<file path="config.mk">
export PLATFORM = sky130hd
export DESIGN_NAME = uart_rx
export DESIGN_NICKNAME = d
export VERILOG_FILES = /design/src/rtl/uart_pkg.sv /design/src/rtl/uart_rx_sync_2ff.sv /design/src/rtl/uart_rx.sv
export SDC_FILE = /design/constraint.sdc
export NUM_CORES = 1
export LEC_CHECK = 0
export BUFFER_PORTS_ARGS = -buffer_cell sky130_fd_sc_hd__buf_2
export CAP_MARGIN = 20
export CORE_UTILIZATION = 59
export CTS_CLUSTER_SIZE = 14
export DETAILED_ROUTE_END_ITERATION = 8
export PLACE_DENSITY = 0.78
export SYNTH_ARGS = -nofsm -noshare
export SYNTH_HDL_FRONTEND = slang
export SYNTH_HIERARCHICAL = 1
export SYNTH_SLANG_ARGS = --single-unit
</file>
<file path="constraint.sdc">
create_clock -name clk -period 2.7 [get_ports clk]
set_clock_uncertainty 0.2 [all_clocks]
set_input_delay 0.27 -clock clk [delete_from_list [all_inputs] [get_ports clk]]
set_output_delay 0.27 -clock clk [all_outputs]
set_load 0.02 [all_outputs]
</file>
<file path="src/rtl/uart_pkg.sv">
// Shared UART definitions: FSM states, data width and baud divisor helper.
`timescale 1ns/1ps
package uart_pkg;

  localparam int DATA_BITS = 8;

  typedef enum logic [1:0] {
    IDLE  = 2'd0,
    START = 2'd1,
    DATA  = 2'd2,
    STOP  = 2'd3
  } uart_state_e;

  function automatic int clks_per_bit(input int clk_freq, input int baud);
    return clk_freq / baud;
  endfunction

endpackage

</file>
<file path="src/rtl/uart_rx_sync_2ff.sv">
// Two-flop synchronizer for one asynchronous bit; resets to 1 (idle line).
`timescale 1ns/1ps
module sync_2ff (
  input  logic clk,
  input  logic rst_n,
  input  logic d_i,
  output logic q_o
);

  logic meta_q, sync_q;

  always_ff @(posedge clk or negedge rst_n) begin
    if (!rst_n) begin
      meta_q <= 1'b1;
      sync_q <= 1'b1;
    end else begin
      meta_q <= d_i;
      sync_q <= meta_q;
    end
  end

  assign q_o = sync_q;

endmodule

</file>
<file path="src/rtl/uart_rx.sv">
// 8N1 UART receiver: mid-bit sampling with a bit-period counter, one-cycle
// rx_done strobe when a byte with a valid stop bit lands in rx_data.
`timescale 1ns/1ps
module uart_rx
  import uart_pkg::*;
#(
  parameter int CLK_FREQ = 50_000_000,
  parameter int BAUD     = 9600
) (
  input  logic                 clk,
  input  logic                 rst_n,
  input  logic                 rx_serial,
  output logic [DATA_BITS-1:0] rx_data,
  output logic                 rx_done
);

  localparam int CLKS_PER_BIT = clks_per_bit(CLK_FREQ, BAUD);
  localparam int CW           = $clog2(CLKS_PER_BIT);
  localparam int BW           = $clog2(DATA_BITS);

  localparam logic [CW-1:0] HALF_LAST = CW'(CLKS_PER_BIT / 2 - 1);
  localparam logic [CW-1:0] BIT_LAST  = CW'(CLKS_PER_BIT - 1);
  localparam logic [BW-1:0] IDX_LAST  = BW'(DATA_BITS - 1);

  logic                 rx_s;
  uart_state_e          state_q;
  logic [CW-1:0]        clk_cnt_q;
  logic [BW-1:0]        bit_idx_q;
  logic [DATA_BITS-1:0] shift_q;
  logic [DATA_BITS-1:0] rx_data_q;
  logic                 rx_done_q;

  sync_2ff u_sync (
    .clk  (clk),
    .rst_n(rst_n),
    .d_i  (rx_serial),
    .q_o  (rx_s)
  );

  always_ff @(posedge clk or negedge rst_n) begin
    if (!rst_n) begin
      state_q   <= IDLE;
      clk_cnt_q <= '0;
      bit_idx_q <= '0;
      shift_q   <= '0;
      rx_data_q <= '0;
      rx_done_q <= 1'b0;
    end else begin
      rx_done_q <= 1'b0;
      case (state_q)
        IDLE: begin
          clk_cnt_q <= '0;
          if (!rx_s) state_q <= START;
        end
        START: begin
          // Re-check the line at mid start bit so short glitches are dropped.
          if (clk_cnt_q == HALF_LAST) begin
            clk_cnt_q <= '0;
            bit_idx_q <= '0;
            state_q   <= rx_s ? IDLE : DATA;
          end else begin
            clk_cnt_q <= clk_cnt_q + CW'(1);
          end
        end
        DATA: begin
          if (clk_cnt_q == BIT_LAST) begin
            clk_cnt_q          <= '0;
            shift_q[bit_idx_q] <= rx_s;
            if (bit_idx_q == IDX_LAST) state_q <= STOP;
            else                       bit_idx_q <= bit_idx_q + BW'(1);
          end else begin
            clk_cnt_q <= clk_cnt_q + CW'(1);
          end
        end
        STOP: begin
          // Leave at mid-stop so a following start edge is caught early.
          if (clk_cnt_q == BIT_LAST) begin
            clk_cnt_q <= '0;
            state_q   <= IDLE;
            if (rx_s) begin
              rx_data_q <= shift_q;
              rx_done_q <= 1'b1;
            end
          end else begin
            clk_cnt_q <= clk_cnt_q + CW'(1);
          end
        end
        default: state_q <= IDLE;
      endcase
    end
  end

  assign rx_data = rx_data_q;
  assign rx_done = rx_done_q;

endmodule

</file>
* Word level (Yosys, flattened, before mapping)
Index checks and enable logic that the tools add are counted.
** Operators by class
- Multiplexer cells :: 20
- $add $sub $neg :: 2
- Reduce and logical (&&, ||, !) cells :: 8
- Order comparisons :: 2
- Eq/ne operators :: 12
** Operators by type and width (number)
- case mux 13 bit (3 select lines) :: 1
- 2-to-1 mux 13 bit :: 2
- adder 13 x 1 -> 13 bit (second input constant) :: 1
- equality test 13 x 12 -> 1 bit (second input constant) :: 1
- equality test 13 bit (second input constant) :: 1
- 2-to-1 mux 2 bit :: 6
- != test 2 bit (second input constant) :: 6
- 2-to-1 mux 3 bit :: 3
- bitwise mux 8 bit :: 1
- case mux 2 bit (4 select lines) :: 1
- case mux 3 bit (2 select lines) :: 1
- AND reduction 5 bit :: 1
- equality test 2 bit (second input constant) :: 2
- less-than comparator 3 x 4 -> 1 bit (second input constant) :: 1
- 2-to-1 mux 1 bit :: 4
- AND reduction 4 bit :: 1
- adder 3 x 1 -> 3 bit (second input constant) :: 1
- demux 1 bit (select 3 bit) :: 1
- equality test 3 bit (second input constant) :: 1
- greater-or-equal comparator 3 x 1 -> 1 bit (second input constant) :: 1
- AND reduction 3 bit :: 1
- equality test 2 x 1 -> 1 bit (second input constant) :: 1
- zero test 2 bit :: 1
- AND reduction 2 bit :: 1
- other kinds (3) :: 3
** Word-level totals
- Output and inout port bits :: 9
- Bits in registers :: 37
- Word-level logic and storage cells :: 52
- Input bits :: 3

* Depth between registers and ports, before layout
Gate-level depths: netlist (run 1).
- Word-level depth :: 5
- Depth in mapped cells :: 6
- Depth with buffers taken out :: 5

* Modules after synthesis
Netlist (run 1), hierarchy kept.
** Modules (own cells, without submodules)
- uart_rx :: area each 1730.4 um^2, sequential area each 875.8 um^2, instances 1, cells an instance 146
- sync_2ff :: area each 52.6 um^2, sequential area each 52.6 um^2, instances 1, cells an instance 2

* Worst setup path after synthesis (run 1)
Ideal clock, no wire load.
- Path type :: reg2reg
- Start :: reg clk_cnt_q[0]
- End :: reg shift_q[1]
- Required time :: 2372 ps
- Library setup time :: 128 ps
- Arrival :: 1643 ps
- Cell stages (with the launch flop) :: 6
- Setup slack :: 729 ps
- Path through :: dfrtp_1 -> ha_1 -> and4bb_2 -> nand4_4 -> nor4b_2 -> mux2_1
** On the way
- Word-level cells in the longest chain between the ends :: 2
** RTL lines
- start, declared :: line uart_rx.sv:27 : logic [CW-1:0] clk_cnt_q;
- start signal, assigned :: line uart_rx.sv:62 : clk_cnt_q <= clk_cnt_q + CW'(1);
- start signal, assigned :: line uart_rx.sv:72 : clk_cnt_q <= clk_cnt_q + CW'(1);
- start signal, assigned :: line uart_rx.sv:85 : clk_cnt_q <= clk_cnt_q + CW'(1);
- equality test 13 bit :: line uart_rx.sv:66 : if (clk_cnt_q == BIT_LAST) begin
- AND reduction 2 bit (no source line)
- end signal, assigned by index :: line uart_rx.sv:68 : shift_q[bit_idx_q] <= rx_s;
- end, declared :: line uart_rx.sv:29 : logic [DATA_BITS-1:0] shift_q;
Every way passes these cells.
A chain may end at the register's enable or synchronous reset.

* Worst setup path after layout (run 1)
- Start :: reg clk_cnt_q[0]
- End :: reg shift_q[5]
The elaborated chain is that of the path after synthesis.

==> results of run 1 <==
-- area by class of cell --
type | instances | area [um2] | share of cell area [%]
clock buffer | 6 | 41.3 | 2.11
clock inverter | 2 | 35.0 | 1.79
multi-input combinational | 103 | 820 | 41.8
timing repair buffer | 14 | 82.6 | 4.21
inverter | 4 | 15.0 | 0.766
sequential | 37 | 928 | 47.4
tap | 31 | 38.8 | 1.98
-- synth_stat cells (2+ instances only) --
master / count / area (um2)
nor4bb_1: 2 / 20.0
nand2_1: 6 / 22.5
or3_1: 2 / 12.5
nand3_1: 8 / 40.0
clkbuf_1: 2 / 7.51
dfrtp_1: 35 / 876
dfstp_2: 2 / 52.6
nor4b_1: 2 / 17.5
mux2_1: 4 / 45.0
a31oi_1: 2 / 12.5
nor2b_1: 2 / 12.5
mux2_2: 13 / 146
inv_1: 4 / 15.0
xnor2_1: 9 / 78.8
nor3_1: 5 / 25.0
nand4bb_1: 2 / 22.5
nor4_1: 6 / 37.5
a22o_1: 2 / 17.5
xor2_1: 2 / 17.5
nor4b_2: 4 / 60.1
nor2_1: 16 / 60.1
ha_1: 3 / 37.5
-- power by group --
| group | internal [mW] | switching, mW |
|---|---|---|
| registers | 0.557 | 0.00255 |
| clock network | 0.194 | 0.178 |
| logic | 0.00300 | 0.0105 |
-- kinds of logic (layout without fill, tap and decap cells) --
kind of cell / after synthesis / in the layout
buffers and inverters: 8 / 26
AOI/OAI and AO/OA: 8 / 8
and+or+nand+nor: 64 / 64
adders and majority gates: 3 / 3
muxes: 17 / 17
xor gates and xnor gates: 11 / 11
DFF: 37 / 37
-- registers in the layout (all words and copies together) (netlist names), named ones only --
register       cells
state_q            1
u_sync/q_o         1
u_sync/meta_q      1
rx_data            8
clk_cnt_q         13
rx_done            1
shift_q            8
bit_idx_q          3
-- what timing repair did --
item,CTS,global route
resized for setup,0,0
hold buffers,2,0
endpoints found under the hold margin,36,0
endpoints found under the setup margin,0,0
-- metrics by stage --
stage	setup slack (ps)	utilization [%]	hold slack [ps]	cell area, um2	total power [mW]
after floorplan	729	-	-226	1780	0.569
after global placement	605	66.5	146	1860	0.582
after detailed placement	557	66.5	151	1860	0.582
after CTS	555	69.9	167	1960	0.958
after global routing	440	69.9	169	1960	0.975
final	557	69.9	164	1960	0.945
-- per-layer routing --
metal  global-route usage [%]  part of all wire, %
met5                        0                    0
met2                     30.6                   45
met1                     31.5                   50
met3                     4.76                  2.8
met4                     15.0                  2.9
-- worst paths after layout --
path,slack [ps],from,end,cells after the start
setup / recovery,560,clk_cnt_q[0]$_DFF_PN0_,shift_q[5]$_DFFE_PN0P_,5
min in group asynchronous,320,rst_n,asynchronous set/reset pin,2
hold reg to reg,160,u_sync/meta_q$_DFF_PN1_,u_sync/q_o$_DFF_PN1_,0
max in group asynchronous,1460,rst_n,clk_cnt_q[10]$_DFF_PN0_,2
setup reg to reg,560,clk_cnt_q[0]$_DFF_PN0_,shift_q[5]$_DFFE_PN0P_,5
hold / removal,160,u_sync/meta_q$_DFF_PN1_,u_sync/q_o$_DFF_PN1_,0
==> impl_results.md, run 1 <==
- Status: complete, no violations
- Drt pass-1 iters: 4
- Core area: approximately 2800 um2
- Die ar.: 3250 um2
- Starting Density: 63.6%
- # port buffers: 11
- Area Growth Syn to Fin: 9.96%
- Critical path required time: 2730 ps
- Worst path bufs/invs: 0
- Worst-margin pin slew: 783 ps
- Initial antenna violation count: 0
- Final Hold Viols: 0
- CP arrival: roughly 2200 ps
- Average wire per standard cell: ~16 um
- CP max-delay cell: dfrtp_1
- Number of max-slew violations in the final report: 0
- Startpoint types: flip-flop
- CP Capture Type: flip-flop
- Via/cell ratio: between 6 and 7
- Clock sink count: 37
- Period utilization: between 70% and 80%
- Num rows: 19
- Worst path max stage delay: 400 ps
- Post-Syn Instances: 148
- Commonest non-fill, non-tap cell in the layout: dfrtp_1
- CTS max path bufs: 2
- Crit path max-delay family: simple AND/OR/NAND/NOR gates
- Num ports: 12
- CTS buffer count: 5
- Mapped Area: 1780 um2
- Worst slew margin: 47.8%
- Post-layout min period: about 2100 ps
- Critical setup path kind: reg2reg
- Distinct cells, synth: 37
- WL final: 3090 um
- Share of cells above drive strength 1: between 20% and 30%
- Synth Warn #: 6
- Main synth FF type: dfrtp_1
- Final #Nets: ~170
- Clock latency on the worst-skew pair: 350 ps
- Part of the Yosys area used for sequential elements: between 50% and 60%
- DRC violations left: 0
- Pwr/cell area: 482 nW/um2
- Async set-reset flop share out of synthesis: 100%
- DP HPWL: 2120 um
- Final ANT Viol Nets: 0
- Compound-Gate Fraction of Synth Area: 3.30%
- MaxCap Viol Count: 0
- Largest net degree at the start of global routing: 38
- Synth Area in Adders: 2.11%
- Worst-path clk slew: 100 ps
- Number of global-route vias before repair: 1,149
- Routability cong.: 0.800
- Starting DRT DRC Count: 31
- First-pass GRT wire length: 5270 um
- Postcts setup bufs: 0
- Leakage: roughly 0.9 nW
- Avg Inst Size Synth: 12.0 um2
- Die H: 57.0 um
- Filler instances: 218
- RSZ-0062 raised after global routing: false
- Xor/xnor share of the synthesized area: 5.40%
- DR vias: 1,184
- #FFs+latches synth: 37
- Worst Path Max Fanout: 9
- Dpl cells: 187
- Worst Hold Class: reg2reg
- Simple-gate portion of the synthesized area: around a quarter
- Die X: 57.0 um
- CTS tree: built
- H-Tree Depth: 2
- Tot GR Track Use: 22.1%
- Mux cell area share after synthesis: 10.7%
- CP Cell Sequence: ha_1 -> and4bb_2 -> nand4_4 -> nor4b_2 -> mux2_1
- Setup tns final: 0 ps
- Most frequent cells in the layout: 35 x dfrtp_1, 16 x nor2_1, 13 x mux2_2
- Peak VDD IR: ~370 uV
- Final std cells w/o fill: between 150 and 200
- Largest family of logic cells by synthesized area: simple AND/OR/NAND/NOR gates
- Max Freq: 467 MHz
- EDFF count, synth: 0
- CTS root buf: clkbuf_4
- Post-Syn Nets: 154
- Antenna cells: 0
- GR Overflow Total: 0
- Final setup viols: 0
No activity file was read; power rests on OpenSTA's default activity.
==> run 2, diff against run 1 <==
Settings changed: ABC_AREA set to 1.
Clock period 2.7 ns to 2.15 ns, I/O delays scaled along.
==> run 2 against run 1 <==
Compared with the run above:
- sequential power is 26% higher
- worst setup slack worse by 260 ps
- combinational power is 34% higher
- sequential cell count stayed put
- fmax is 15% higher
- sequential share of layout area is 1.7 points lower
- worst hold slack hardly changed
- critical endpoint is now rx_data[0]$_DFFE_PN0P_
- largest power group unchanged
==> impl_results.md, run 2 <==
- Status: complete, no violations (unchanged)
- CTS root buf: clkbuf_4 (unchanged)
- Critical setup path kind: reg2reg (unchanged)
- Top post-synthesis cells by count: 57 x nand2_1, 35 x dfrtp_1, 32 x inv_1, 23 x nor2_1, 16 x nand3_1 (was 35 x dfrtp_1, 16 x nor2_1, 13 x mux2_2, 9 x xnor2_1, 8 x nand3_1)
- Worst Path Max Fanout: 16 (was 9)
- Largest net degree at the start of global routing: 38 (unchanged)
- Share of cells above drive strength 1: 15.8% (was 25.3%)
- Distinct cells, synth: 26 (was 37)
- CTS buffer count: 5 (unchanged)
- MaxCap Viol Count: 0 (unchanged)
- Count leader, synth: nand2_1 (was dfrtp_1)
- Post-placement setup slack: 285 ps (was 557 ps)
- WHS: 165 ps (was 164 ps)
- First-pass GRT wire length: 5470 um (was 5270 um)
- Worst path max stage delay: 390 ps (was 400 ps)
- Average wire per standard cell: 11.5 um (was 15.7 um)
- Simple-gate portion of the synthesized area: 28.9% (was 24.4%)
- Post-CTS Resized: 0 (unchanged)
- Layout Utilization: 67.2% (was 69.9%)
- Initial antenna violation count: 0 (unchanged)
- Max reg flops: 13 (unchanged)
- # port buffers: 11 (unchanged)
- Tot GR Track Use: 21.7% (was 22.1%)
- Die X: 58.2 um (was 57.0 um)
- Worst-path clk slew: 110 ps (was 100 ps)
- Starting Density: 61.6% (was 63.6%)
- Final ANT Viol Nets: 0 (unchanged)
- Post-Syn Instances: 227 (was 148)
- Largest family of logic cells by synthesized area: simple AND/OR/NAND/NOR gates (unchanged)
- Largest register by flop count: clk_cnt_q (unchanged)
- Via/cell ratio: 5.11 (was 6.01)
- Drt pass-1 iters: 4 (unchanged)
- RSZ-0062 raised after global routing: false (unchanged)
- CTS max path bufs: 2 (unchanged)
- Top cell type's share of synthesized area: 47.0% (was 49.1%)
- Startpoint types: flip-flop (unchanged)
- Filler instances: 267 (was 218)
- #FFs+latches synth: 37 (unchanged)
- Total power: 1.07 mW (was 0.945 mW)
- Clock sink count: 37 (unchanged)
- Worst-margin pin slew: 778 ps (was 783 ps)
- Max Freq: 538 MHz (was 467 MHz)
- DRC violations left: 0 (unchanged)
- Avg Inst Size Synth: 8.21 um2 (was 12.0 um2)
- Post-Syn Nets: 233 (was 154)
- Synth Area in Adders: 2.01% (was 2.11%)
- Period utilization: 86.4% (was 79.4%)
- Antenna cells: 0 (unchanged)
- Mapped Area: 1860 um2 (was 1780 um2)
- Routability cong.: 0.866 (was 0.800)
- Area Growth Syn to Fin: 9.13% (was 9.96%)
- Final setup viols: 0 (unchanged)
- Clock latency on the worst-skew pair: 340 ps (was 350 ps)
- DP Area: 1960 um2 (was 1860 um2)
- Main synth FF type: dfrtp_1 (unchanged)
- Final worst setup slack: 293 ps (was 557 ps)
- Worst path bufs/invs: 0 (unchanged)
- CP arrival: 1900 ps (was 2180 ps)
- Crit path max-delay family: simple AND/OR/NAND/NOR gates (unchanged)
- H-Tree Depth: 2 (unchanged)
- Die ar.: 3390 um2 (was 3250 um2)
- CP Capture Type: flip-flop (unchanged)
- Xor/xnor share of the synthesized area: 1.88% (was 5.40%)
- Most frequent cells in the layout: 57 x nand2_1, 35 x dfrtp_1, 32 x inv_1 (was 35 x dfrtp_1, 16 x nor2_1, 13 x mux2_2)
- Peak VDD IR: 349 uV (was 374 uV)
- GR Overflow Total: 0 (unchanged)
- Final std cells w/o fill: 291 (was 197)
- Commonest non-fill, non-tap cell in the layout: nand2_1 (was dfrtp_1)
- Num rows: 20 (was 19)
- CP max-delay cell: dfrtp_1 (unchanged)
- Async set-reset flop share out of synthesis: 100% (unchanged)
- Core area: 3030 um2 (was 2810 um2)
- DR vias: 1,488 (was 1,184)
- Number of global-route vias before repair: 1,297 (was 1,149)
- Dpl cells: 281 (was 187)
- CTS tree: built (unchanged)
- Num ports: 12 (unchanged)
- Compound-Gate Fraction of Synth Area: 9.73% (was 3.30%)
- Final Cell Area: 2030 um2 (was 1960 um2)
- Top cells by area, synth: dfrtp_1 47%, nand2_1 11%, inv_1 6.4% (was dfrtp_1 49%, mux2_2 8.2%, xnor2_1 4.4%)
- Number of max-slew violations in the final report: 0 (unchanged)
- Die H: 58.2 um (was 57.0 um)
- Worst slew margin: 48.1% (was 47.8%)
- Leakage: 0.984 nW (was 0.899 nW)
- Pwr/cell area: 526 nW/um2 (was 482 nW/um2)
- Synth Warn #: 6 (unchanged)
- Final Hold Viols: 0 (unchanged)
- Part of the Yosys area used for sequential elements: 49.8% (was 52.1%)
- Final #Nets: 252 (was 171)
- DP HPWL: 2480 um (was 2120 um)
- Yosys top cell by area: dfrtp_1 (unchanged)
- Mux cell area share after synthesis: 0% (was 10.7%)
- Setup tns final: 0 ps (unchanged)
- CP Cell Sequence: ha_1 -> nand3_1 -> nor3_4 -> nand3_4 -> nand2_1 -> o21ai_2 (was ha_1 -> and4bb_2 -> nand4_4 -> nor4b_2 -> mux2_1)
- Worst Hold Class: reg2reg (unchanged)
- EDFF count, synth: 0 (unchanged)
- Post-layout min period: 1860 ps (was 2140 ps)
- WL final: 3340 um (was 3090 um)
- Critical path required time: 2190 ps (was 2730 ps)
- Starting DRT DRC Count: 77 (was 31)
[run 2: cell type report]
class | instances | area (um2) | share of cell area [%]
clock inverters | 2 | 10.0 | 0.492
multi-input cells | 154 | 793 | 39.0
inverters | 35 | 131 | 6.46
flip-flops and latches | 37 | 928 | 45.6
repair buffers | 13 | 75.1 | 3.69
clock buffers | 6 | 41.3 | 2.03
well taps | 44 | 55.1 | 2.71
[run 2: per-layer routing]
metal	track usage, %	vias to the layer above	share of wire, %
li1	-	762	-
met1	29.7	672	51
met2	32.3	50	42
met3	7.14	4	6.0
met4	8.16	0	1.4
met5	0	-	0
[run 2: kinds of logic after synthesis]
logic type	count (synthesis)
AOI/OAI and AO/OA	29
and+or+nand+nor	118
buffers and inverters	36
xor gates and xnor gates	4
adders and majority gates	3
DFF	37
[run 2: repair_timing]
item                       in CTS  in global routing
setup endpoints to repair       0                  0
buffers inserted                0                  0
hold endpoints to repair       36                  0
hold buffers                    2                  0
[run 2: power by group]
part,switching [mW],total [mW],internal (mW)
Clock,0.225,0.350,0.125
Combinational,0.0143,0.0181,0.00379
Sequential,0.00263,0.702,0.699
[run 2: worst paths after layout]
kind,start,endpoint,slack [ps],cells after the start
worst min register to register,u_sync/meta_q$_DFF_PN1_,u_sync/q_o$_DFF_PN1_,160,0
max in group asynchronous,rst_n,clk_cnt_q[0]$_DFF_PN0_,970,2
worst max register to register,clk_cnt_q[0]$_DFF_PN0_,rx_data[0]$_DFFE_PN0P_,290,6
worst min-delay path,u_sync/meta_q$_DFF_PN1_,u_sync/q_o$_DFF_PN1_,160,0
min in group asynchronous,rst_n,clk_cnt_q[9]$_DFF_PN0_,270,2
worst max-delay path,clk_cnt_q[0]$_DFF_PN0_,rx_data[0]$_DFFE_PN0P_,290,6
